==> config.mk <==
export PLATFORM = sky130hd
export DESIGN_NAME = afu_job_ctl_flat
export DESIGN_NICKNAME = d
export VERILOG_FILES = /design/src/rtl/afu_job_ctl_if.sv /design/src/rtl/afu_job_ctl.sv /design/src/flat_wrapper.sv
export SDC_FILE = /design/constraint.sdc
export NUM_CORES = 1
export LEC_CHECK = 0
export BUFFER_PORTS_ARGS = -buffer_cell sky130_fd_sc_hd__buf_4
export CORE_ASPECT_RATIO = 1.2
export CORE_MARGIN = 2
export CORE_UTILIZATION = 45
export CTS_CLUSTER_SIZE = 25
export DETAILED_ROUTE_END_ITERATION = 6
export MAX_ROUTING_LAYER = met4
export PLACE_DENSITY_LB_ADDON = 0.25
export SETUP_SLACK_MARGIN = 0.4
export SLEW_MARGIN = 5
export SYNTH_ARGS = -nofsm -noshare
export SYNTH_HDL_FRONTEND = slang
export SYNTH_SLANG_ARGS = --single-unit
==> constraint.sdc <==
create_clock -name ha_pclock -period 3.2 [get_ports ha_pclock]
set_input_delay 0.32 -clock ha_pclock [delete_from_list [all_inputs] [get_ports ha_pclock]]
set_output_delay 0.32 -clock ha_pclock [all_outputs]
set_load 0.05 [all_outputs]
==> src/rtl/afu_job_ctl_if.sv <==
`default_nettype none
// ----------------------------------------------------------------------------
// afu_job_ctl_if : PSL job-control and work-engine signal bundle
// Rev 1.0
// ----------------------------------------------------------------------------
interface afu_job_ctl_if;
  logic        ha_jval;
  logic [0:7]  ha_jcom;
  logic        ha_jcompar;
  logic [0:63] ha_jea;
  logic        ha_jeapar;
  logic        work_done;
  logic        work_err;
  logic [0:7]  work_err_code;
  logic        job_start;
  logic        job_reset;
  logic [0:63] job_ea;
  logic        ah_jrunning;
  logic        ah_jdone;
  logic        ah_jcack;
  logic [0:63] ah_jerror;
  logic        ah_jyield;

  // master = PSL host plus work engine; slave = the job controller
  modport master (
    output ha_jval, ha_jcom, ha_jcompar, ha_jea, ha_jeapar,
    output work_done, work_err, work_err_code,
    input  job_start, job_reset, job_ea,
    input  ah_jrunning, ah_jdone, ah_jcack, ah_jerror, ah_jyield
  );

  modport slave (
    input  ha_jval, ha_jcom, ha_jcompar, ha_jea, ha_jeapar,
    input  work_done, work_err, work_err_code,
    output job_start, job_reset, job_ea,
    output ah_jrunning, ah_jdone, ah_jcack, ah_jerror, ah_jyield
  );
endinterface
`default_nettype wire

==> src/rtl/afu_job_ctl.sv <==
`default_nettype none
// ----------------------------------------------------------------------------
// afu_job_ctl : PSL job sequencing, done latency, parity check, run watchdog
// Rev 1.0
// ----------------------------------------------------------------------------
module afu_job_ctl #(
  parameter int unsigned DONE_LATENCY   = 1,
  parameter logic [31:0] TIMEOUT_CYCLES = 32'd0,
  parameter bit          CHECK_PARITY   = 1'b1
) (
  input  wire logic        ha_pclock,
  input  wire logic        reset,
  afu_job_ctl_if.slave     bus
);

  localparam logic [0:7] OP_RESET     = 8'h80;
  localparam logic [0:7] OP_START     = 8'h90;
  localparam logic [0:7] OP_LLCMD     = 8'h45;
  localparam logic [0:7] CAT_TIMEOUT  = 8'h01;
  localparam logic [0:7] CAT_REENTRY  = 8'h02;
  localparam logic [0:7] CAT_PARITY   = 8'h03;
  localparam logic [0:7] CAT_ENGINE   = 8'h04;

  typedef enum logic {S_IDLE = 1'b0, S_RUNNING = 1'b1} state_t;

  state_t      r_state, w_state_next;
  logic        r_job_start, r_job_reset, r_jcack, r_done;
  logic [0:63] r_job_ea, r_jerror;
  logic [31:0] r_wdog;

  logic        w_running, w_par_err, w_timeout;
  logic        w_cmd_reset, w_cmd_start, w_cmd_llcmd;
  logic        w_start, w_reset, w_done, w_ack, w_err_load;
  logic [0:63] w_err_val;

  assign w_running   = (r_state == S_RUNNING);
  assign w_cmd_reset = bus.ha_jval && (bus.ha_jcom == OP_RESET);
  assign w_cmd_start = bus.ha_jval && (bus.ha_jcom == OP_START);
  assign w_cmd_llcmd = bus.ha_jval && (bus.ha_jcom == OP_LLCMD);

  // Odd parity: data plus parity bit must XOR to 1
  assign w_par_err = CHECK_PARITY && bus.ha_jval &&
                     (!(^{bus.ha_jcom, bus.ha_jcompar}) || !(^{bus.ha_jea, bus.ha_jeapar}));

  // Counter reads k-1 in the k-th running cycle, so N-1 marks cycle start+N
  assign w_timeout = w_running && (TIMEOUT_CYCLES != 32'd0) &&
                     (r_wdog >= (TIMEOUT_CYCLES - 32'd1));

  assign w_ack = w_running && w_cmd_llcmd && !w_par_err;

  always_comb begin
    w_state_next = r_state;
    w_start      = 1'b0;
    w_reset      = 1'b0;
    w_done       = 1'b0;
    w_err_load   = 1'b0;
    w_err_val    = '0;
    if (w_par_err) begin
      w_reset      = 1'b1;
      w_done       = 1'b1;
      w_err_load   = 1'b1;
      w_err_val    = {CAT_PARITY, 56'h0};
      w_state_next = S_IDLE;
    end else if (w_cmd_reset) begin
      w_reset      = 1'b1;
      w_done       = 1'b1;
      w_err_load   = 1'b1;
      w_state_next = S_IDLE;
    end else if (w_running && bus.work_done) begin
      w_done       = 1'b1;
      w_err_load   = 1'b1;
      w_state_next = S_IDLE;
      if (bus.work_err) begin
        w_err_val = {CAT_ENGINE, 48'h0, bus.work_err_code};
      end
    end else if (w_running && w_cmd_start) begin
      w_done       = 1'b1;
      w_err_load   = 1'b1;
      w_err_val    = {CAT_REENTRY, 56'h0};
      w_state_next = S_IDLE;
    end else if (w_timeout) begin
      w_done       = 1'b1;
      w_err_load   = 1'b1;
      w_err_val    = {CAT_TIMEOUT, 56'h0};
      w_state_next = S_IDLE;
    end else if (!w_running && w_cmd_start) begin
      w_start      = 1'b1;
      w_err_load   = 1'b1;
      w_state_next = S_RUNNING;
    end
  end

  always_ff @(posedge ha_pclock) begin
    if (reset) begin
      r_state <= S_IDLE;
    end else begin
      r_state <= w_state_next;
    end
  end

  always_ff @(posedge ha_pclock) begin
    if (reset) begin
      r_job_start <= 1'b0;
      r_job_reset <= 1'b0;
      r_jcack     <= 1'b0;
      r_done      <= 1'b0;
      r_job_ea    <= '0;
      r_jerror    <= '0;
      r_wdog      <= '0;
    end else begin
      r_job_start <= w_start;
      r_job_reset <= w_reset;
      r_jcack     <= w_ack;
      r_done      <= w_done;
      if (w_start) begin
        r_job_ea <= bus.ha_jea;
      end
      if (w_err_load) begin
        r_jerror <= w_err_val;
      end
      if (w_running && (w_state_next == S_RUNNING)) begin
        if (r_wdog != 32'hFFFF_FFFF) begin
          r_wdog <= r_wdog + 32'd1;
        end
      end else begin
        r_wdog <= '0;
      end
    end
  end

  generate
    if (DONE_LATENCY == 0) begin : g_done_direct
      assign bus.ah_jdone = r_done;
    end else begin : g_done_pipe
      logic [DONE_LATENCY-1:0] r_pipe;
      always_ff @(posedge ha_pclock) begin
        if (reset) begin
          r_pipe <= '0;
        end else begin
          r_pipe[0] <= r_done;
          for (int i = 1; i < int'(DONE_LATENCY); i++) begin
            r_pipe[i] <= r_pipe[i-1];
          end
        end
      end
      assign bus.ah_jdone = r_pipe[DONE_LATENCY-1];
    end
  endgenerate

  assign bus.job_start   = r_job_start;
  assign bus.job_reset   = r_job_reset;
  assign bus.job_ea      = r_job_ea;
  assign bus.ah_jrunning = w_running;
  assign bus.ah_jcack    = r_jcack;
  assign bus.ah_jerror   = r_jerror;
  assign bus.ah_jyield   = 1'b0;

endmodule
`default_nettype wire

==> src/flat_wrapper.sv <==
// flat-port wrapper written by rule: the top's interface ports become plain ports
module afu_job_ctl_flat 
#(
  parameter int unsigned DONE_LATENCY   = 1,
  parameter logic [31:0] TIMEOUT_CYCLES = 32'd0,
  parameter bit          CHECK_PARITY   = 1'b1
)
  (ha_pclock, reset, bus_ha_jval, bus_ha_jcom, bus_ha_jcompar, bus_ha_jea, bus_ha_jeapar, bus_work_done, bus_work_err, bus_work_err_code, bus_job_start, bus_job_reset, bus_job_ea, bus_ah_jrunning, bus_ah_jdone, bus_ah_jcack, bus_ah_jerror, bus_ah_jyield);
  afu_job_ctl_if bus_i ();
  input  wire logic ha_pclock;
  input  wire logic reset;
  input wire logic [$bits(bus_i.ha_jval)-1:0] bus_ha_jval;
  input wire logic [$bits(bus_i.ha_jcom)-1:0] bus_ha_jcom;
  input wire logic [$bits(bus_i.ha_jcompar)-1:0] bus_ha_jcompar;
  input wire logic [$bits(bus_i.ha_jea)-1:0] bus_ha_jea;
  input wire logic [$bits(bus_i.ha_jeapar)-1:0] bus_ha_jeapar;
  input wire logic [$bits(bus_i.work_done)-1:0] bus_work_done;
  input wire logic [$bits(bus_i.work_err)-1:0] bus_work_err;
  input wire logic [$bits(bus_i.work_err_code)-1:0] bus_work_err_code;
  output wire logic [$bits(bus_i.job_start)-1:0] bus_job_start;
  output wire logic [$bits(bus_i.job_reset)-1:0] bus_job_reset;
  output wire logic [$bits(bus_i.job_ea)-1:0] bus_job_ea;
  output wire logic [$bits(bus_i.ah_jrunning)-1:0] bus_ah_jrunning;
  output wire logic [$bits(bus_i.ah_jdone)-1:0] bus_ah_jdone;
  output wire logic [$bits(bus_i.ah_jcack)-1:0] bus_ah_jcack;
  output wire logic [$bits(bus_i.ah_jerror)-1:0] bus_ah_jerror;
  output wire logic [$bits(bus_i.ah_jyield)-1:0] bus_ah_jyield;
  assign bus_i.ha_jval = bus_ha_jval;
  assign bus_i.ha_jcom = bus_ha_jcom;
  assign bus_i.ha_jcompar = bus_ha_jcompar;
  assign bus_i.ha_jea = bus_ha_jea;
  assign bus_i.ha_jeapar = bus_ha_jeapar;
  assign bus_i.work_done = bus_work_done;
  assign bus_i.work_err = bus_work_err;
  assign bus_i.work_err_code = bus_work_err_code;
  assign bus_job_start = bus_i.job_start;
  assign bus_job_reset = bus_i.job_reset;
  assign bus_job_ea = bus_i.job_ea;
  assign bus_ah_jrunning = bus_i.ah_jrunning;
  assign bus_ah_jdone = bus_i.ah_jdone;
  assign bus_ah_jcack = bus_i.ah_jcack;
  assign bus_ah_jerror = bus_i.ah_jerror;
  assign bus_ah_jyield = bus_i.ah_jyield;
  afu_job_ctl #(.DONE_LATENCY(DONE_LATENCY), .TIMEOUT_CYCLES(TIMEOUT_CYCLES), .CHECK_PARITY(CHECK_PARITY)) u_core (.ha_pclock(ha_pclock), .reset(reset), .bus(bus_i));
endmodule
Yosys cells after proc, flatten, opt, wreduce, memory -nomap -nowiden
Index checks and enable logic that the tools add are counted.
- register bits after elaboration: 134
- output and inout port bits: 134
- muxes and demuxes: 20
- equal/unequal tests: 3
- reductions and logical operators: 17
- operator list (operator ; count):
    $mux W64 ; 3
    $reduce_xor A65 Y1 ; 1
    $mux W59 ; 1
    $mux W58 ; 1
    $eq A8 B8 Y1 const B ; 2
    $mux W1 ; 15
    $logic_and A1 B1 Y1 ; 9
    $reduce_xor A9 Y1 ; 1
    $eq A8 B7 Y1 const B ; 1
    $reduce_or A5 Y1 ; 1
    $logic_not A1 Y1 ; 4
    $logic_or A1 B1 Y1 ; 1

Logic depth before layout (Yosys ltp)
Gate-level depths: netlist of the first run.
- word-level depth: 8
- depth in mapped cells: 12

Worst setup path after synthesis of the first run
OpenSTA, ideal clock, no wires.
- path kind: input -> register
- start point: input port bus_ha_jea[30]
- end point: register u_core.r_job_ea (netlist bit u_core.bus.job_ea[10])
- arrival: 2.524 ns
- setup time: 0.128 ns
- buffers on the path: 3
- stages on the path: 12
- setup slack: 0.548 ns
- required time: 3.072 ns
- cells stage by stage: xor2_1 > xnor2_1 > xnor2_1 > xnor2_1 > xnor3_1 > xnor2_1 > or4_1 > clkbuf_1 > buf_6 > buf_6 > mux2i_1 > nor2_1
- cells in the longest elaborated chain, start to end: 5
- RTL lines (what ; RTL line ; text):
    start, declared ; flat_wrapper.sv:15 ; input wire logic [$bits(bus_i.ha_jea)-1:0] bus_ha_jea;
    $reduce_xor A65 Y1 ; afu_job_ctl.sv:43 ; (!(^{bus.ha_jcom, bus.ha_jcompar}) || !(^{bus.ha_jea, bus.ha_jeapar}));
    $logic_not A1 Y1 ; afu_job_ctl.sv:43 ;
    $logic_or A1 B1 Y1 ; afu_job_ctl.sv:43 ;
    $logic_and A1 B1 Y1 ; afu_job_ctl.sv:42 ; assign w_par_err = CHECK_PARITY && bus.ha_jval &&
    $mux W1 ; afu_job_ctl.sv:58 ; if (w_par_err) begin
    end signal, assigned ; afu_job_ctl.sv:116 ; r_job_ea <= bus.ha_jea;
    end, declared ; afu_job_ctl.sv:28 ; logic [0:63] r_job_ea, r_jerror;
Every way passes these cells.
A chain may end at the register's enable or synchronous reset.

Worst setup path after layout of the first run
- start point: input port bus_ha_jea[31]
- end point: register u_core.r_job_ea (netlist bit u_core.bus.job_ea[41])
Same word-level chain as after synthesis.

==> results of run 1 <==
==> registers in the layout, indices dropped and copies added (netlist names) <==
register	cells
u_core.bus.ah_jcack	1
u_core.bus.ah_jdone	1
u_core.bus.job_reset	1
u_core.bus.job_start	1
u_core.bus.job_ea	64
u_core.bus.ah_jerror	11
u_core.r_done	1
u_core.bus.ah_jrunning	1
==> path summary, 6_finish.rpt <==
path	endpoint	slack, ns	cells after the start
max reg2reg	u_core.bus.ah_jcack$_SDFF_PP0_	1.58	3
min	u_core.bus.ah_jerror[61]$_SDFFE_PP0P_	0.21	3
min reg2reg	u_core.bus.ah_jdone$_SDFF_PP0_	0.45	1
max	u_core.bus.job_ea[41]$_SDFFE_PP0P_	0.62	11
==> metrics by stage <==
stage	std cells	utilization	worst slack, ns	hold WS [ns]	power, mW
2_1_floorplan	453	-	0.5484	0.4138	1.733
3_3_place_gp	667	0.5924	0.1962	0.4216	1.910
3_5_place_dp	667	0.5924	0.1861	0.4334	1.916
4_1_cts	683	0.6165	0.5643	0.1868	2.678
5_1_grt	683	0.6178	0.3871	0.2063	2.786
6_report	683	0.6178	0.6162	0.2058	2.649
==> critical path, stage by stage <==
cell and delay (ns):
buf_4 0.12, xnor2_1 0.19, xnor2_1 0.16, xnor2_1 0.18
xnor2_1 0.18, xnor3_1 0.36, xnor2_1 0.20, or4_4 0.58
buf_12 0.22, mux2i_1 0.19, nor2_1 0.05
==> timing repair <==
item	CTS	global route
hold buffers	0	0
gates resized for setup	0	2
setup endpoints to repair	0	32
==> layout by cell type, fill, tap and decap left out, types with 2 or more instances in the layout <==
cell type | synthesis | final
or4b_2 | 2 | 2
a22oi_1 | 8 | 8
dfxtp_1 | 81 | 81
nor2_1 | 75 | 75
nand2_1 | 3 | 3
inv_1 | 2 | 2
clkbuf_8 | 0 | 10
mux2i_1 | 64 | 64
conb_1 | 1 | 54
buf_4 | 54 | 167
clkinvlp_4 | 0 | 2
xor2_1 | 9 | 9
a21oi_1 | 6 | 6
clkinv_4 | 0 | 2
nand2b_1 | 2 | 2
xnor2_1 | 61 | 61
==> cell type report <==
class | instances | area [um^2] | area share
clock buffers | 10 | 137.6 | 0.02615
inverters | 2 | 7.507 | 0.001427
multi-input cells | 298 | 1997 | 0.3795
repair buffers | 169 | 1285 | 0.2442
clock inverters | 6 | 67.56 | 0.01284
flip-flops and latches | 81 | 1622 | 0.3081
well taps | 117 | 146.4 | 0.02782
==> logic make-up (layout without fill, tap and decap cells) <==
group	count (synthesis)	in the layout	share of synthesized area
flops	81	81	0.4121
simple gates	90	90	0.09603
mux	64	64	0.1628
compound gates	19	19	0.03275
buf+inv	74	187	0.1339
xor+xnor	71	71	0.1615
other cells	1	54	0.0009530
==> per-layer routing <==
| layer | vias up | global-route usage |
|---|---|---|
| met5 | - | - |
| met2 | 138 | 0.2995 |
| met3 | 13 | 0.04736 |
| met4 | 0 | 0.07036 |
| met1 | 1402 | 0.1998 |
| li1 | 1518 | - |
==> power by group through the flow <==
stage	combinational, mW	sequential, mW	clock (mW)
final	0.848	1.05	0.755
after global routing	0.917	1.05	0.819
after CTS	0.848	1.05	0.783
after detailed placement	0.846	1.07	0
after global placement	0.842	1.07	0
after floorplan	0.586	1.15	0
==> flow_summary.yaml, run 1 <==
critical_path:
  start_kind: "primary input"
  r2r_start: "u_core.bus.ah_jrunning$_SDFFE_PP0P_"
  endpoint_kind: "flop"
  required_ns: 3.41
  crit_start: "bus_ha_jea[31]"
  crit_type: "in2reg"
  cp.arrival_ns: 2.79
  critical_path.max_fanout: 41
clock_network:
  cts_tree: "done"
  cts_buffers: 9
  htree_levels: 3
  path_clk_slew_ns: 0.09
  cts_root_buffer: "clkbuf_8"
  post_cts_buffers: 0
  clock_sinks: 81
  clock_latency_ns: 0.34
  clock_path_buffers: 2
logic_synthesis:
  yosysUniqueCellTypes: 29
  synth_top_area_cell: "dfxtp_1"
  ys_ff_latch: 81
  synth_top_area_share: 0.4121
  ys_async_sr_fraction: 0
  synth_common_cells: "dfxtp_1 (81), nor2_1 (75), mux2i_1 (64)"
  postSynthCellCount: 400
  synth_ff_type: "dfxtp_1"
  avgSynthCellArea_um2: 9.838
  synth.most_common_cell: "dfxtp_1"
  ys_top_cells_by_area: "dfxtp_1 (41%), mux2i_1 (16%), xnor2_1 (14%), buf_4 (10%), nor2_1 (7.2%)"
  seq_area_frac_synth: 0.4121
  synth_area_um2: 3935
  synth_edf_count: 0
  ys_warn_count: 0
final_layout:
  final_area_um2: 5263
  area_growth_pct: 33.74
  fill_cells: 756
  drive_above_1_share: 0.3339
  final_nets: 648
  antenna_cells: 0
job:
  maxCapViolCount: 0
power:
  p_sw_uw: 904.5
  swShare: 0.3415
  power_density_nw_per_um2: 503.3
  vdd_drop_max_mv: 0.2889
  internal_power_mw: 1.744
  leakagePower_nw: 2.800
  power.share.combinational: 0.320
  pwr-share-seq: 0.395
  p_clk_frac: 0.285
floorplanning:
  io_pins: 221
  die_x_um: 89.37
  start_util: 0.4620
  core_area_um2: 8518
  num_rows: 37
  die_area_um2: 9512
  die_h_um: 106.4
global_routing:
  grt.overflow.total: 0
  grtUsageTotal: 0.1789
  grt_max_degree: 82
  grt_pass1_wl_um: 13120
  antenna_found_initial: 0
  first_global_vias: 2966
placed_design:
  place_area_um2: 5046
  dp_hpwl_um: 6417
  port_buffers: 166
  routabilityCongestion: 0.8483
routing:
  drcViolationCount: 0
  vias: 3071
  met1Wirelength_um: 3316
  met3_length_um: 723
  wl_per_cell_um: 12.41
  dr.pass1.iters: 4
  ant_nets: 0
  drt_iter0_drc: 75
  top_layer_used: "met4"
  drt_wl_total_um: 8477
  viasPerCell: 4.496
  wl_met2_um: 4286
timing:
  relSlewSlack: 0.4496
  fin_setup_tns_ns: 0
  rsz0062_at_grt: "true"
  clock.fmax_ghz: 0.3870
  fin_crit_ns: 2.584
  period_share: 0.8074
  finalSetupViolations: 0
  maxSlewViolCount: 0
  tightest_slew_ns: 0.8256
  finalClockSkew_ns: 0.01027
  final_hold_viol_count: 0
hold_path:
  hold_path_class: "in2reg"
  min_from: "bus_work_err_code[2]"
outcome:
  run_status: "completed"
(Power assumes the default switching activity.)
==> run 2, diff against run 1 <==
--- a/config.mk
+++ b/config.mk
@@ -8,7 +8,7 @@
 export BUFFER_PORTS_ARGS = -buffer_cell sky130_fd_sc_hd__buf_4
 export CORE_ASPECT_RATIO = 1.2
 export CORE_MARGIN = 2
-export CORE_UTILIZATION = 45
+export CORE_UTILIZATION = 40
 export CTS_CLUSTER_SIZE = 25
 export DETAILED_ROUTE_END_ITERATION = 6
 export MAX_ROUTING_LAYER = met4
==> constraint.sdc (replaced) <==
create_clock -name ha_pclock -period 2.2 [get_ports ha_pclock]
set_input_delay 0.22 -clock ha_pclock [delete_from_list [all_inputs] [get_ports ha_pclock]]
set_output_delay 0.22 -clock ha_pclock [all_outputs]
set_load 0.05 [all_outputs]
==> flow_summary.yaml, run 2 (synthesis gave the netlist of run 1 again) <==
critical_path:
  start_kind: "primary input"
  required_ns: 2.39
  cpLargestDelayFamily: "XOR/XNOR gates"
  cp_slowest_cell: "or4_4"
  crit_type: "in2reg"
  max_stage_delay_ns: 0.49
  critPathBufInv: 3
  crit_chain: "buf_8 -> xnor2_4 -> xnor2_2 -> xnor2_1 -> xnor2_1 -> xnor3_1 -> xnor2_2 -> or4_4 -> buf_4 -> buf_12 -> mux2i_1 -> nor2_1"
  endpoint_kind: "flop"
  critical_path.max_fanout: 7
  cp.arrival_ns: 2.57
global_routing:
  first_global_vias: 3179
  grt.overflow.total: 0
  grt_pass1_wl_um: 15170
  grt_max_degree: 81
  grtUsageTotal: 0.1876
  antenna_found_initial: 0
placed_design:
  port_buffers: 166
  routabilityCongestion: 0.7652
  dp_hpwl_um: 6915
  pre_cts_ws_ns: -0.5614
final_layout:
  final_cell_mix: "buf_4 (174), dfxtp_1 (81), nor2_1 (75)"
  largest_register_ffs: 64
  drive_above_1_share: 0.4125
  antenna_cells: 0
  final_nets: 676
  final_util: 0.6302
  area_growth_pct: 53.16
  final_common_cell: "buf_4"
routing:
  ant_nets: 0
  dr.pass1.iters: 4
  drcViolationCount: 0
  drt_iter0_drc: 54
  vias: 3185
  wl_per_cell_um: 13.85
  viasPerCell: 4.442
  drt_wl_total_um: 9930
clock_network:
  cts_tree: "done"
  clock_sinks: 81
  cts_root_buffer: "clkbuf_16"
  clock_path_buffers: 2
  cts_buffers: 9
  clock_latency_ns: 0.33
  htree_levels: 3
  path_clk_slew_ns: 0.06
timing:
  rsz0062_at_grt: "true"
  final_hold_viol_count: 0
  whs_ns: 0.1176
  tightest_slew_ns: 0.8351
  setup_ws_ns: -0.1812
  relSlewSlack: 0.4433
  clock.fmax_ghz: 0.4200
  finalClockSkew_ns: 0.007257
  fin_setup_tns_ns: -8.415
  fin_crit_ns: 2.381
  finalSetupViolations: 71
  period_share: 1.082
  maxSlewViolCount: 0
job:
  maxCapViolCount: 0
power:
  leakagePower_nw: 3.162
  p_total_mw: 5.513
  vdd_drop_max_mv: 0.6027
  power_density_nw_per_um2: 914.7
floorplanning:
  core_area_um2: 9564
  start_util: 0.4114
  io_pins: 221
  die_area_um2: 10650
  num_rows: 39
  die_h_um: 112.7
  die_x_um: 94.54
outcome:
  violations: "negative setup slack"
  run_status: "complete, but fails checks"
hold_path:
  hold_path_class: "in2reg"
-- run 2: cell types whose count changed in the layout (fill, tap and decap cells not counted), moves of 3 or more --
cell	change
a22oi_1	-8
xnor2_2	+7
buf_4	+7
xor2_2	+3
clkbuf_16	+10
clkbuf_8	-9
buf_6	+11
a22oi_2	+8
xor2_1	-3
buf_12	+3
xnor2_1	-9
-- run 2: routing by layer --
metal,wire (um),global-route usage,part of all wire
met1,3939,0.2119,0.40
met2,5153,0.3190,0.52
met3,632,0.03624,0.064
met4,204,0.08309,0.021
met5,0,-,0
-- run 2: metrics by stage --
| stage | cells | area [um^2] |
|---|---|---|
| 6_report | 717 | 6027 |
| 5_1_grt | 717 | 6027 |
| 4_1_cts | 713 | 5866 |
| 3_5_place_dp | 690 | 5233 |
| 3_3_place_gp | 690 | 5233 |
| 2_1_floorplan | 453 | 4183 |
-- run 2: final cells by class --
| class | instances | area [um^2] |
|---|---|---|
| well taps | 123 | 153.9 |
| repair buffers | 197 | 1669 |
| multi-input cells | 298 | 2231 |
| clock buffers | 10 | 239.0 |
| fillers | 818 | 3537 |
| inverters | 2 | 7.507 |
| flip-flops and latches | 81 | 1622 |
| clock inverters | 6 | 105.1 |
-- run 2: worst paths after layout --
kind                                  startpoint                                    end  slack [ns]  cells past startpoint
max                               bus_ha_jea[49]     u_core.bus.job_ea[48]$_SDFFE_PP0P_       -0.18                     12
min                         bus_work_err_code[7]  u_core.bus.ah_jerror[56]$_SDFFE_PP0P_        0.12                      3
max reg2reg  u_core.bus.ah_jrunning$_SDFFE_PP0P_     u_core.bus.job_ea[48]$_SDFFE_PP0P_        0.56                      5
min reg2reg             u_core.r_done$_SDFF_PP0_         u_core.bus.ah_jdone$_SDFF_PP0_        0.44                      1
-- run 2: worst register-to-register path, stage by stage, from the launching register on --
cell and delay, ns:
dfxtp_1 0.36, or4_4 0.62, buf_4 0.17, buf_12 0.13, mux2i_1 0.17, nor2_1 0.05
-- run 2: where the power goes --
| group | internal (mW) | switching [mW] | total (mW) |
|---|---|---|---|
| registers | 1.51 | 0.0153 | 1.52 |
| logic | 1.17 | 1.10 | 2.26 |
| clock network | 1.13 | 0.592 | 1.73 |
-- run 2: timing repair --
| action | in CTS | in global routing |
|---|---|---|
| hold buffers | 0 | 0 |
| setup buffers | 4 | 2 |
| pin swaps | 2 | 16 |
| setup endpoints to repair | 80 | 80 |
| gates resized for setup | 30 | 22 |
| cloned | 3 | 2 |
==> run 3, diff against run 2 <==
--- a/config.mk
+++ b/config.mk
@@ -8,7 +8,7 @@
 export BUFFER_PORTS_ARGS = -buffer_cell sky130_fd_sc_hd__buf_4
 export CORE_ASPECT_RATIO = 1.2
 export CORE_MARGIN = 2
-export CORE_UTILIZATION = 40
+export CORE_UTILIZATION = 48
 export CTS_CLUSTER_SIZE = 25
 export DETAILED_ROUTE_END_ITERATION = 6
 export MAX_ROUTING_LAYER = met4
==> constraint.sdc (replaced) <==
create_clock -name ha_pclock -period 3.05 [get_ports ha_pclock]
set_input_delay 0.305 -clock ha_pclock [delete_from_list [all_inputs] [get_ports ha_pclock]]
set_output_delay 0.305 -clock ha_pclock [all_outputs]
set_load 0.05 [all_outputs]
==> flow_summary.yaml, run 3 (synthesis gave the netlist of run 1 again) <==
clock_network:
  clock_sinks: 81
  htree_levels: 3
  clock_latency_ns: 0.35
  holdBufCountCts: 0
  cts_tree: "done"
  post_cts_buffers: 0
  cts_resized: 0
  path_clk_slew_ns: 0.08
  clock_path_buffers: 2
  cts_root_buffer: "clkbuf_8"
  cts_buffers: 9
placed_design:
  port_buffers: 166
  pre_cts_ws_ns: 0.1451
  dp_hpwl_um: 6340
  routabilityCongestion: 0.8174
timing:
  fin_setup_tns_ns: 0
  setup_ws_ns: 0.5239
  finalClockSkew_ns: 0.008787
  relSlewSlack: 0.4391
  whs_ns: 0.1905
  clock.fmax_ghz: 0.3959
  period_share: 0.8282
  maxSlewViolCount: 0
  rsz0062_at_grt: "false"
  fin_crit_ns: 2.526
  finalSetupViolations: 0
  final_hold_viol_count: 0
  tightest_slew_ns: 0.8414
critical_path:
  cp.arrival_ns: 2.73
  crit_start: "bus_ha_jea[33]"
  reg2regPathDepth: 7
  start_kind: "primary input"
  r2r_start: "u_core.bus.ah_jrunning$_SDFFE_PP0P_"
  crit_type: "in2reg"
  crit_end: "u_core.bus.job_ea[17]$_SDFFE_PP0P_"
  endpoint_kind: "flop"
  timing.rr.end: "u_core.bus.ah_jerror[56]$_SDFFE_PP0P_"
  critical_path.max_fanout: 39
  r2r_setup_slack_ns: 1.48
  required_ns: 3.26
job:
  maxCapViolCount: 0
power:
  leakagePower_nw: 2.814
  vdd_drop_max_mv: 0.2772
  p_clk_frac: 0.260
  power_density_nw_per_um2: 515.7
  pwr-share-seq: 0.407
  p_sw_uw: 914.4
  power.share.combinational: 0.333
  internal_power_mw: 1.781
  swShare: 0.3392
final_layout:
  final_nets: 651
  area_growth_pct: 32.85
  largest_register_ffs: 64
  final_common_cell: "buf_4"
  antenna_cells: 0
  final_util: 0.6484
  final_cell_mix: "buf_4 (170), dfxtp_1 (81), nor2_1 (75)"
  drive_above_1_share: 0.3322
floorplanning:
  io_pins: 221
  die_h_um: 103.2
  num_rows: 36
  die_x_um: 86.66
  start_util: 0.4881
  core_area_um2: 8063
  die_area_um2: 8942
hold_path:
  hold_path_class: "in2reg"
routing:
  drcViolationCount: 0
  drt_iter0_drc: 80
  viasPerCell: 4.593
  wl_per_cell_um: 12.64
  drt_wl_total_um: 8391
  vias: 3050
  dr.pass1.iters: 4
  ant_nets: 0
global_routing:
  grtUsageTotal: 0.1865
  antenna_found_initial: 0
  grt_pass1_wl_um: 12660
  first_global_vias: 2783
  grt_max_degree: 82
  grt.overflow.total: 0
outcome:
  run_status: "completed"
-- run 3: area by class of cell --
type | count | area, um^2
repair buffers | 172 | 1316
clock inverters | 3 | 15.01
flip-flops and latches | 81 | 1622
clock buffers | 13 | 158.9
well taps | 95 | 118.9
fillers | 695 | 2835
inverters | 2 | 7.507
multi-input cells | 298 | 1989
-- run 3: through the flow --
step / area [um^2] / instances / total power, mW
global placement: 5054 / 648 / 2.016
CTS: 5228 / 664 / 2.723
detailed placement: 5054 / 648 / 2.027
floorplan: 4134 / 453 / 1.818
global route: 5228 / 664 / 2.827
finish: 5228 / 664 / 2.696
-- run 3: power groups by stage --
stage	clock (mW)	sequential [mW]	combinational, mW
after floorplan	0	1.20	0.615
after global placement	0	1.12	0.893
after detailed placement	0	1.12	0.903
after CTS	0.718	1.10	0.907
after global routing	0.763	1.10	0.962
final	0.701	1.10	0.897
-- run 3: per-layer routing --
metal	up-vias	global-route usage	part of all wire
met5	-	-	0
met4	0	0.09014	0.021
met3	15	0.05000	0.075
met2	128	0.3024	0.49
met1	1383	0.2144	0.41
li1	1524	-	-
-- run 3: critical path, stage by stage --
cell and delay (ns):
buf_4 0.11, xnor2_1 0.19, xnor2_1 0.16, xnor2_1 0.16
xnor2_1 0.17, xnor3_1 0.36, xnor2_1 0.18, or4_4 0.57
buf_12 0.22, mux2i_1 0.20, nor2_1 0.06
-- run 3: how the worst min path moves through the flow --
| stage | from | to | slack, ns | depth (start not counted) |
|---|---|---|---|---|
| floorplan | u_core.r_done$_SDFF_PP0_ | u_core.bus.ah_jdone$_SDFF_PP0_ | 0.41 | 1 |
| global placement | u_core.r_done$_SDFF_PP0_ | u_core.bus.ah_jdone$_SDFF_PP0_ | 0.42 | 1 |
| detailed placement | u_core.r_done$_SDFF_PP0_ | u_core.bus.ah_jdone$_SDFF_PP0_ | 0.44 | 1 |
| CTS | bus_work_err_code[2] | u_core.bus.ah_jerror[61]$_SDFFE_PP0P_ | 0.17 | 3 |
| global route | bus_work_err_code[5] | u_core.bus.ah_jerror[58]$_SDFFE_PP0P_ | 0.19 | 3 |
| finish | bus_work_err_code[6] | u_core.bus.ah_jerror[57]$_SDFFE_PP0P_ | 0.19 | 3 |
